==> src/rtl/pipe_pkg.sv <==
`default_nettype none
// pipe_pkg: shared constants and the IF/ID register layout for the fetch stage.
// Revision 1.0
package pipe_pkg;

  localparam logic [31:0] NOP_INSTR      = 32'h0000_0000;
  localparam logic [31:0] PC_STEP        = 32'd4;
  localparam int          CTRL_W_DEF     = 9;
  localparam int          CNT_W_DEF      = 16;
  localparam logic [31:0] RESET_PC_DEF   = 32'h0000_0000;

  typedef struct packed {
    logic [31:0] pc4;
    logic [31:0] instr;
    logic        valid;
  } if_id_t;

  localparam int          IF_ID_W        = $bits(if_id_t);
  localparam logic [IF_ID_W-1:0] IF_ID_EMPTY = {32'h0000_0000, NOP_INSTR, 1'b0};

  function automatic logic [31:0] next_pc(input logic [31:0] pc);
    return pc + PC_STEP;
  endfunction

endpackage
`default_nettype wire

==> src/rtl/pipe_reg.sv <==
`default_nettype none
// pipe_reg: W-bit register with sync reset, load enable and sync clear (flush).
// Revision 1.0
module pipe_reg #(
  parameter int           W       = 32,
  parameter logic [W-1:0] RST_VAL = '0,
  parameter logic [W-1:0] CLR_VAL = '0
) (
  input  logic         clk,
  input  logic         rst,
  input  logic         i_en,
  input  logic         i_clr,
  input  logic [W-1:0] i_d,
  output logic [W-1:0] o_q
);

  logic [W-1:0] r_q;

  // clear takes priority over load so a flush wins over a pending write
  always_ff @(posedge clk) begin
    if (rst)        r_q <= RST_VAL;
    else if (i_clr) r_q <= CLR_VAL;
    else if (i_en)  r_q <= i_d;
  end

  assign o_q = r_q;

endmodule
`default_nettype wire

==> src/rtl/if_stage_pipe_ctrl.sv <==
`default_nettype none
// if_stage_pipe_ctrl: PC, IF/ID register and ID/EX bubble mux under hazard stall/flush control,
// with saturating stall/flush counters and a sticky stall-input consistency flag. Revision 1.0
module if_stage_pipe_ctrl
  import pipe_pkg::*;
#(
  parameter logic [31:0] RESET_PC = RESET_PC_DEF,
  parameter int          CTRL_W   = CTRL_W_DEF,
  parameter int          CNT_W    = CNT_W_DEF
) (
  input  logic              clk,
  input  logic              reset,
  input  logic              pcwrite,
  input  logic              if_id_write,
  input  logic              mux_bubble,
  input  logic              branch_taken,
  input  logic [31:0]       branch_target,
  input  logic [31:0]       instr_in,
  input  logic [CTRL_W-1:0] id_ctrl_in,
  output logic [31:0]       pc_out,
  output logic [31:0]       if_id_pc4,
  output logic [31:0]       if_id_instr,
  output logic              if_id_valid,
  output logic [CTRL_W-1:0] id_ex_ctrl,
  output logic [CNT_W-1:0]  stall_count,
  output logic [CNT_W-1:0]  flush_count,
  output logic              protocol_err
);

  localparam logic [CNT_W-1:0] c_cnt_one = {{(CNT_W-1){1'b0}}, 1'b1};

  logic [31:0] w_pc;
  logic [31:0] w_pc_plus4;
  logic [31:0] w_pc_d;
  logic        w_pc_en;
  if_id_t      w_if_id_d;
  if_id_t      w_if_id_q;
  logic        w_stall;
  logic        w_inconsistent;

  logic [CNT_W-1:0] r_stall_count;
  logic [CNT_W-1:0] r_flush_count;
  logic             r_protocol_err;

  assign w_pc_plus4 = next_pc(w_pc);
  // a taken branch redirects even when the hazard unit is holding the PC
  assign w_pc_en    = branch_taken | pcwrite;
  assign w_pc_d     = branch_taken ? branch_target : w_pc_plus4;

  pipe_reg #(
    .W       (32),
    .RST_VAL (RESET_PC),
    .CLR_VAL (RESET_PC)
  ) u_pc_reg (
    .clk   (clk),
    .rst   (reset),
    .i_en  (w_pc_en),
    .i_clr (1'b0),
    .i_d   (w_pc_d),
    .o_q   (w_pc)
  );

  assign w_if_id_d.pc4   = w_pc_plus4;
  assign w_if_id_d.instr = instr_in;
  assign w_if_id_d.valid = 1'b1;

  pipe_reg #(
    .W       (IF_ID_W),
    .RST_VAL (IF_ID_EMPTY),
    .CLR_VAL (IF_ID_EMPTY)
  ) u_if_id_reg (
    .clk   (clk),
    .rst   (reset),
    .i_en  (if_id_write),
    .i_clr (branch_taken),
    .i_d   (w_if_id_d),
    .o_q   (w_if_id_q)
  );

  assign w_stall        = ~branch_taken & ~pcwrite;
  assign w_inconsistent = ~branch_taken &
                          ({pcwrite, if_id_write, mux_bubble} != 3'b111) &
                          ({pcwrite, if_id_write, mux_bubble} != 3'b000);

  always_ff @(posedge clk) begin
    if (reset) begin
      r_stall_count  <= '0;
      r_flush_count  <= '0;
      r_protocol_err <= 1'b0;
    end else begin
      if (branch_taken && (r_flush_count != '1)) r_flush_count <= r_flush_count + c_cnt_one;
      if (w_stall && (r_stall_count != '1))      r_stall_count <= r_stall_count + c_cnt_one;
      if (w_inconsistent)                        r_protocol_err <= 1'b1;
    end
  end

  assign pc_out       = w_pc;
  assign if_id_pc4    = w_if_id_q.pc4;
  assign if_id_instr  = w_if_id_q.instr;
  assign if_id_valid  = w_if_id_q.valid;
  assign id_ex_ctrl   = (mux_bubble && w_if_id_q.valid) ? id_ctrl_in : '0;
  assign stall_count  = r_stall_count;
  assign flush_count  = r_flush_count;
  assign protocol_err = r_protocol_err;

endmodule
`default_nettype wire

==> config.mk <==
export PLATFORM = sky130hd
export DESIGN_NAME = if_stage_pipe_ctrl
export DESIGN_NICKNAME = d
export VERILOG_FILES = /design/src/rtl/pipe_pkg.sv /design/src/rtl/pipe_reg.sv /design/src/rtl/if_stage_pipe_ctrl.sv
export SDC_FILE = /design/constraint.sdc
export NUM_CORES = 1
export LEC_CHECK = 0
export BUFFER_PORTS_ARGS = -buffer_cell sky130_fd_sc_hd__buf_2
export CAP_MARGIN = 20
export CORE_ASPECT_RATIO = 1.1
export CORE_MARGIN = 4
export CORE_UTILIZATION = 51
export DETAILED_ROUTE_END_ITERATION = 12
export GPL_ROUTABILITY_DRIVEN = 0
export MAX_ROUTING_LAYER = met4
export PLACE_DENSITY = 0.81
export SLEW_MARGIN = 15
export SYNTH_ARGS = -nofsm -noshare
export SYNTH_HDL_FRONTEND = slang
export SYNTH_SLANG_ARGS = --single-unit
==> constraint.sdc <==
create_clock -name clk -period 3.37 [get_ports clk]
set_clock_uncertainty 0.2 [all_clocks]
set_input_delay 0.337 -clock clk [delete_from_list [all_inputs] [get_ports clk]]
set_output_delay 0.337 -clock clk [all_outputs]
set_load 0.005 [all_outputs]
# Word-level counts from Yosys, hierarchy flattened
# Index checks and enable logic that the tools add are counted.
[classes]
n_eq_ne = 3
n_reduce_logical = 5
bitwise = 6
muxes = 2
add_sub_neg = 3
[ops]
columns = ["operator", "n"]
rows = [
  ["$add A16 B1 Y16 const B", 2],
  ["$add A32 B3 Y32 const B", 1],
  ["$mux W32", 1],
  ["$ne A16 B16 Y1 const B", 2],
  ["$mux W9", 1],
  ["$and A1 B1 Y1", 3],
  ["$logic_and A1 B1 Y1", 3],
  ["$ne A3 B3 Y1 const B", 1],
  ["$reduce_bool A3 Y1", 1],
  ["$not A1 Y1", 2],
  ["$reduce_or A2 Y1", 1],
  ["$or A1 B1 Y1", 1],
]
[totals]
input_bits = 79
ff_bits = 130
word_cells = 24
output_inout_bits = 139

# Logic depth before layout (Yosys ltp)
[logic_depth]
ltp_word = 3
depth_mapped = 7
mapped_depth_nobuf = 5

# By module
# A second synthesis with hierarchy kept.
[hier_totals]
hier_cells = 694
area_unflattened_um2 = 6346.1
[by_module_without_submodules]
columns = ["module", "seq_area_each_um2", "cells_each", "instances", "area_each_um2"]
rows = [
  ["if_stage_pipe_ctrl", 660.6, 379, 1, 2851.5],
  ["pipe_reg at u_if_id_reg", 1301.2, 210, 1, 2338.5],
  ["pipe_reg at u_pc_reg", 640.6, 105, 1, 1156.1],
]

# Least setup slack after synthesis
# Ideal clock, no wire load.
[synth_timing]
kind = "flip-flop to flip-flop"
start = "register u_pc_reg.r_q[2] (netlist: u_pc_reg.o_q[2])"
end = "register u_pc_reg.r_q[31] (netlist: u_pc_reg.o_q[31])"
period_less_slack_ps = 2373
t_arrival_ps = 2060
stages_incl_launch_ff = 7
setup_slack_ps = 997
required_time_ps = 3058
n_path_buf = 2
setup_ps = 112
path_cell_list = "dfxtp_1 clkbuf_1 nand4_1 or4_1 clkbuf_2 o41a_1 a2111oi_1"
[synth_via]
elab_chain_len = 2
[synth_lines]
columns = ["item", "line", "rtl"]
rows = [
  ["start: declaration", "pipe_reg.sv:17", "logic [W-1:0] r_q;"],
  ["start signal: assignment", "pipe_reg.sv:23", "else if (i_en) r_q <= i_d;"],
  ["$add A32 B3 Y32", "pipe_pkg.sv:22", "return pc + PC_STEP;"],
  ["$mux W32", "if_stage_pipe_ctrl.sv:48", "assign w_pc_d = branch_taken ? branch_target : w_pc_plus4;"],
]
# No other way between the ends.
# A chain may end at the register's enable or synchronous reset.

# Worst setup path after layout
[layout_timing]
start = "register u_pc_reg.r_q[10] (netlist: u_pc_reg.o_q[10])"
end = "register u_pc_reg.r_q[25] (netlist: u_pc_reg.o_q[25])"
# The elaborated chain is that of the path after synthesis.

==> run_results.csv <==
group,metric,value,unit
sta,fmax,335,MHz
sta,post-route-min-period,2990,ps
die,ioPinCount,218,
sta,tns,0,ps
min_path,hold_path_startpoint,"branch_target[28]",
logic_synthesis,synthCells,758,
global_routing,overflow,0,
die,row_count,42,
worst_setup_path,worstSetupEndpointType,"register",
logic_synthesis,synth_area,0.00638,sq mm
job,maxCapViolCount,0,
worst_setup_path,start_kind,"register",
layout,final_cell_count_no_fill,1153,
logic_synthesis,syn-num-nets,840,
clocking,cts_buffer_depth,2,
clocking,cts_buffers,17,
layout,final_nets,1067,
die,core_area,0.0121,sq mm
global_routing,antenna_found_initial,1,
sta,post-route-period-util,0.887,
sta,maxSlewHeadroom,0.381,
clocking,cts_num_sinks,130,
logic_synthesis,ys_types,50,
worst_setup_path,r2r_end,"u_pc_reg.o_q[25]",
drt,drc,0,
pwr,vdd_ir_drop_max,0.000333,V
pwr,pwr-share-comb,0.097,
global_routing,grt_pass1_vias,6348,
logic_synthesis,avgSynthCellArea,8.41,sq um
clocking,cts_setup_buffers,0,
place,numPortBuffers,217,
drt,routedWlPerCell,17.5,microns
logic_synthesis,synth-warning-count,0,
drt,drtPass1Iterations,5,
die,fp.dieH,125,microns
drt,drtIter0Drc,535,
die,start_util,0.525,
logic_synthesis,synth_edf_count,0,
die,die_w,115,microns
worst_setup_path,r2r_start,"u_pc_reg.o_q[10]",
clocking,root_buffer,"clkbuf_16",
min_path,min_path_type,"in -> reg",
min_path,hold_path_end,"u_pc_reg.o_q[28]",
global_routing,grt_pass1_wl,32300,microns
clocking,path_clk_slew,60,ps
worst_setup_path,r2r_slack,380,ps
sta,finalSetupViolCount,0,
clocking,clk-insertion-delay-late,420,ps
layout,drive_gt1_frac,0.273,
drt,via_per_inst,5.91,
clocking,htreeDepth,4,
logic_synthesis,ys.flop_type,"dfxtp_1",
pwr,power_leakage,3.71,nW
die,dieArea,0.0144,sq mm
drt,num_vias,6818,
drt,routed_wl,20200,microns
worst_setup_path,critPathKind,"reg -> reg",
worst_setup_path,cp_max_fo,28,
clocking,cts_tree,"built",
worst_setup_path,arrival,3100,ps
global_routing,grt_max_degree,75,
place,detailed_place_hpwl,13200,microns
pwr,power.density,474,mW/mm^2
global_routing,grt_usage,0.286,
drt,ant_nets,0,
pwr,switching_share,0.235,
layout,fill_cells,981,
logic_synthesis,async_flop_share,0,
place,placed_cells,1074,
logic_synthesis,seq_area_frac_synth,0.408,
min_path,min_path_cells,3,
pwr,p_int,0.00311,W
sta,rsz0062_at_grt,"false",
worst_setup_path,rr_worst_depth,4,
pwr,clockPowerShare,0.492,
pwr,switching_power,0.000958,W
sta,drv_slew,0,
worst_setup_path,worstPathRequired,3480,ps
sta,hold_viol_final,0,
status,status,"finished clean",
sta,tightest_slew,921,ps
logic_synthesis,ys_seq_elements,130,
pwr,power_frac_seq,0.411,
layout,area_delta_synth_final,34.5,%
==> cell usage in the layout (no fill, tap or decap), drive strengths merged, types with 3 or more instances in the layout <==
master | synthesis | layout
clkinv | 0 | 3
a21oi | 41 | 41
a211oi | 12 | 12
nor3 | 5 | 5
xnor2 | 10 | 10
ha | 3 | 3
a2111oi | 3 | 3
inv | 11 | 10
xor2 | 9 | 9
buf | 18 | 227
or3 | 21 | 21
a31oi | 8 | 8
mux2 | 13 | 13
nor2b | 14 | 14
dlygate4sd3 | 0 | 46
o31ai | 17 | 17
mux2i | 41 | 41
o31a | 6 | 6
o41ai | 5 | 5
nand2 | 48 | 48
clkbuf | 47 | 24
and4 | 9 | 9
a311oi | 18 | 18
nor2 | 94 | 94
dfxtp | 130 | 130
bufinv | 0 | 4
and2 | 5 | 5
and3 | 18 | 18
or4 | 24 | 24
nand3 | 26 | 26
nand4 | 26 | 26
o21ai | 47 | 47
nor4 | 9 | 9
o21a | 4 | 4
==> cells in the mapped netlist (8+ instances only) <==
cell type / instances / area [sq um]
o21ai_0: 47 / 235
and4_1: 9 / 78.8
a31oi_1: 8 / 50.1
dfxtp_1: 130 / 2600
nor2_1: 94 / 353
nand4_1: 24 / 150
a211oi_1: 12 / 90.1
nand3_1: 26 / 130
buf_1: 8 / 30.0
nand2_1: 48 / 180
or4_1: 24 / 180
xnor2_1: 10 / 87.6
nor2b_1: 14 / 87.6
mux2_2: 13 / 146
clkbuf_1: 46 / 173
or3_1: 21 / 131
o31ai_1: 17 / 128
nor4_1: 9 / 56.3
a311oi_1: 18 / 158
and3_1: 18 / 113
a21oi_1: 41 / 205
inv_1: 11 / 41.3
xor2_1: 9 / 78.8
mux2i_1: 41 / 410
==> power groups by stage <==
stage / Sequential, W / Combinational [W] / Clock [W]
floorplan: 0.00168 / 0.000201 / 0
global placement: 0.00170 / 0.000340 / 0
detailed placement: 0.00170 / 0.000344 / 0
CTS: 0.00167 / 0.000390 / 0.00200
global route: 0.00168 / 0.000435 / 0.00209
finish: 0.00167 / 0.000394 / 0.00200
==> worst max path at each step <==
| stage | depth (start not counted) | from | slack (ps) | end |
|---|---|---|---|---|
| after floorplan | 6 | u_pc_reg.o_q[2] | 1000 | u_pc_reg.o_q[31] |
| after global placement | 4 | u_pc_reg.o_q[5] | 580 | u_pc_reg.o_q[25] |
| after detailed placement | 4 | u_pc_reg.o_q[5] | 490 | u_pc_reg.o_q[29] |
| after CTS | 4 | u_pc_reg.o_q[10] | 440 | u_pc_reg.o_q[23] |
| after global routing | 4 | u_pc_reg.o_q[10] | 240 | u_pc_reg.o_q[25] |
| final | 4 | u_pc_reg.o_q[10] | 380 | u_pc_reg.o_q[25] |
==> layout make-up <==
type | count | area [sq um] | area share
Multi-Input combinational cell | 552 | 3460 | 0.404
Sequential cell | 130 | 2600 | 0.303
Timing Repair Buffer | 273 | 1640 | 0.191
Clock buffer | 24 | 492 | 0.0573
Tap cell | 154 | 193 | 0.0225
Clock inverter | 8 | 149 | 0.0174
Inverter | 11 | 41.3 | 0.00481
Antenna cell | 1 | 2.50 | 0.000292
==> worst max-delay path, cell delays in order, from the launching register on <==
cell	delay (ps)
dfxtp_1	530
nand4_2	260
or4_1	950
or4_1	650
a311oi_1	290
==> registers in the layout, summed over array words and instances (netlist names) <==
name,cells
flush_count,16
protocol_err,1
stall_count,16
u_pc_reg.o_q,32
u_if_id_reg.o_q,65
==> routing by layer <==
layer,share of wire,track usage
met1,0.40,0.351
met2,0.48,0.442
met3,0.079,0.0691
met4,0.037,0.132
met5,0,-
==> cells by family after synthesis <==
logic type,Yosys count,synth area share
buffers and inverters,76,0.0487
adders and majority gates,3,0.00589
and+or+nand+nor,304,0.248
xor gates and xnor gates,19,0.0261
DFF,130,0.408
muxes,54,0.0873
AOI/OAI and AO/OA,172,0.176
==> per-stage QoR <==
step                      worst slack [ps]  power [W]  hold slack (ps)  area, sq um  utilization
after floorplan                        997    0.00188              261         6380            -
after global placement                 584    0.00204              249         7480        0.616
after detailed placement               487    0.00204              263         7480        0.616
after CTS                              438    0.00406             4.95         8580        0.707
after global routing                   235    0.00421             5.34         8580        0.707
final                                  382    0.00407             8.87         8580        0.707
==> what timing repair did <==
action                                 4_1_cts  5_1_grt
hold buffers                                46        0
endpoints found under the hold margin       46        0
gates resized for setup                      0        0
(Power assumes the default switching activity.)
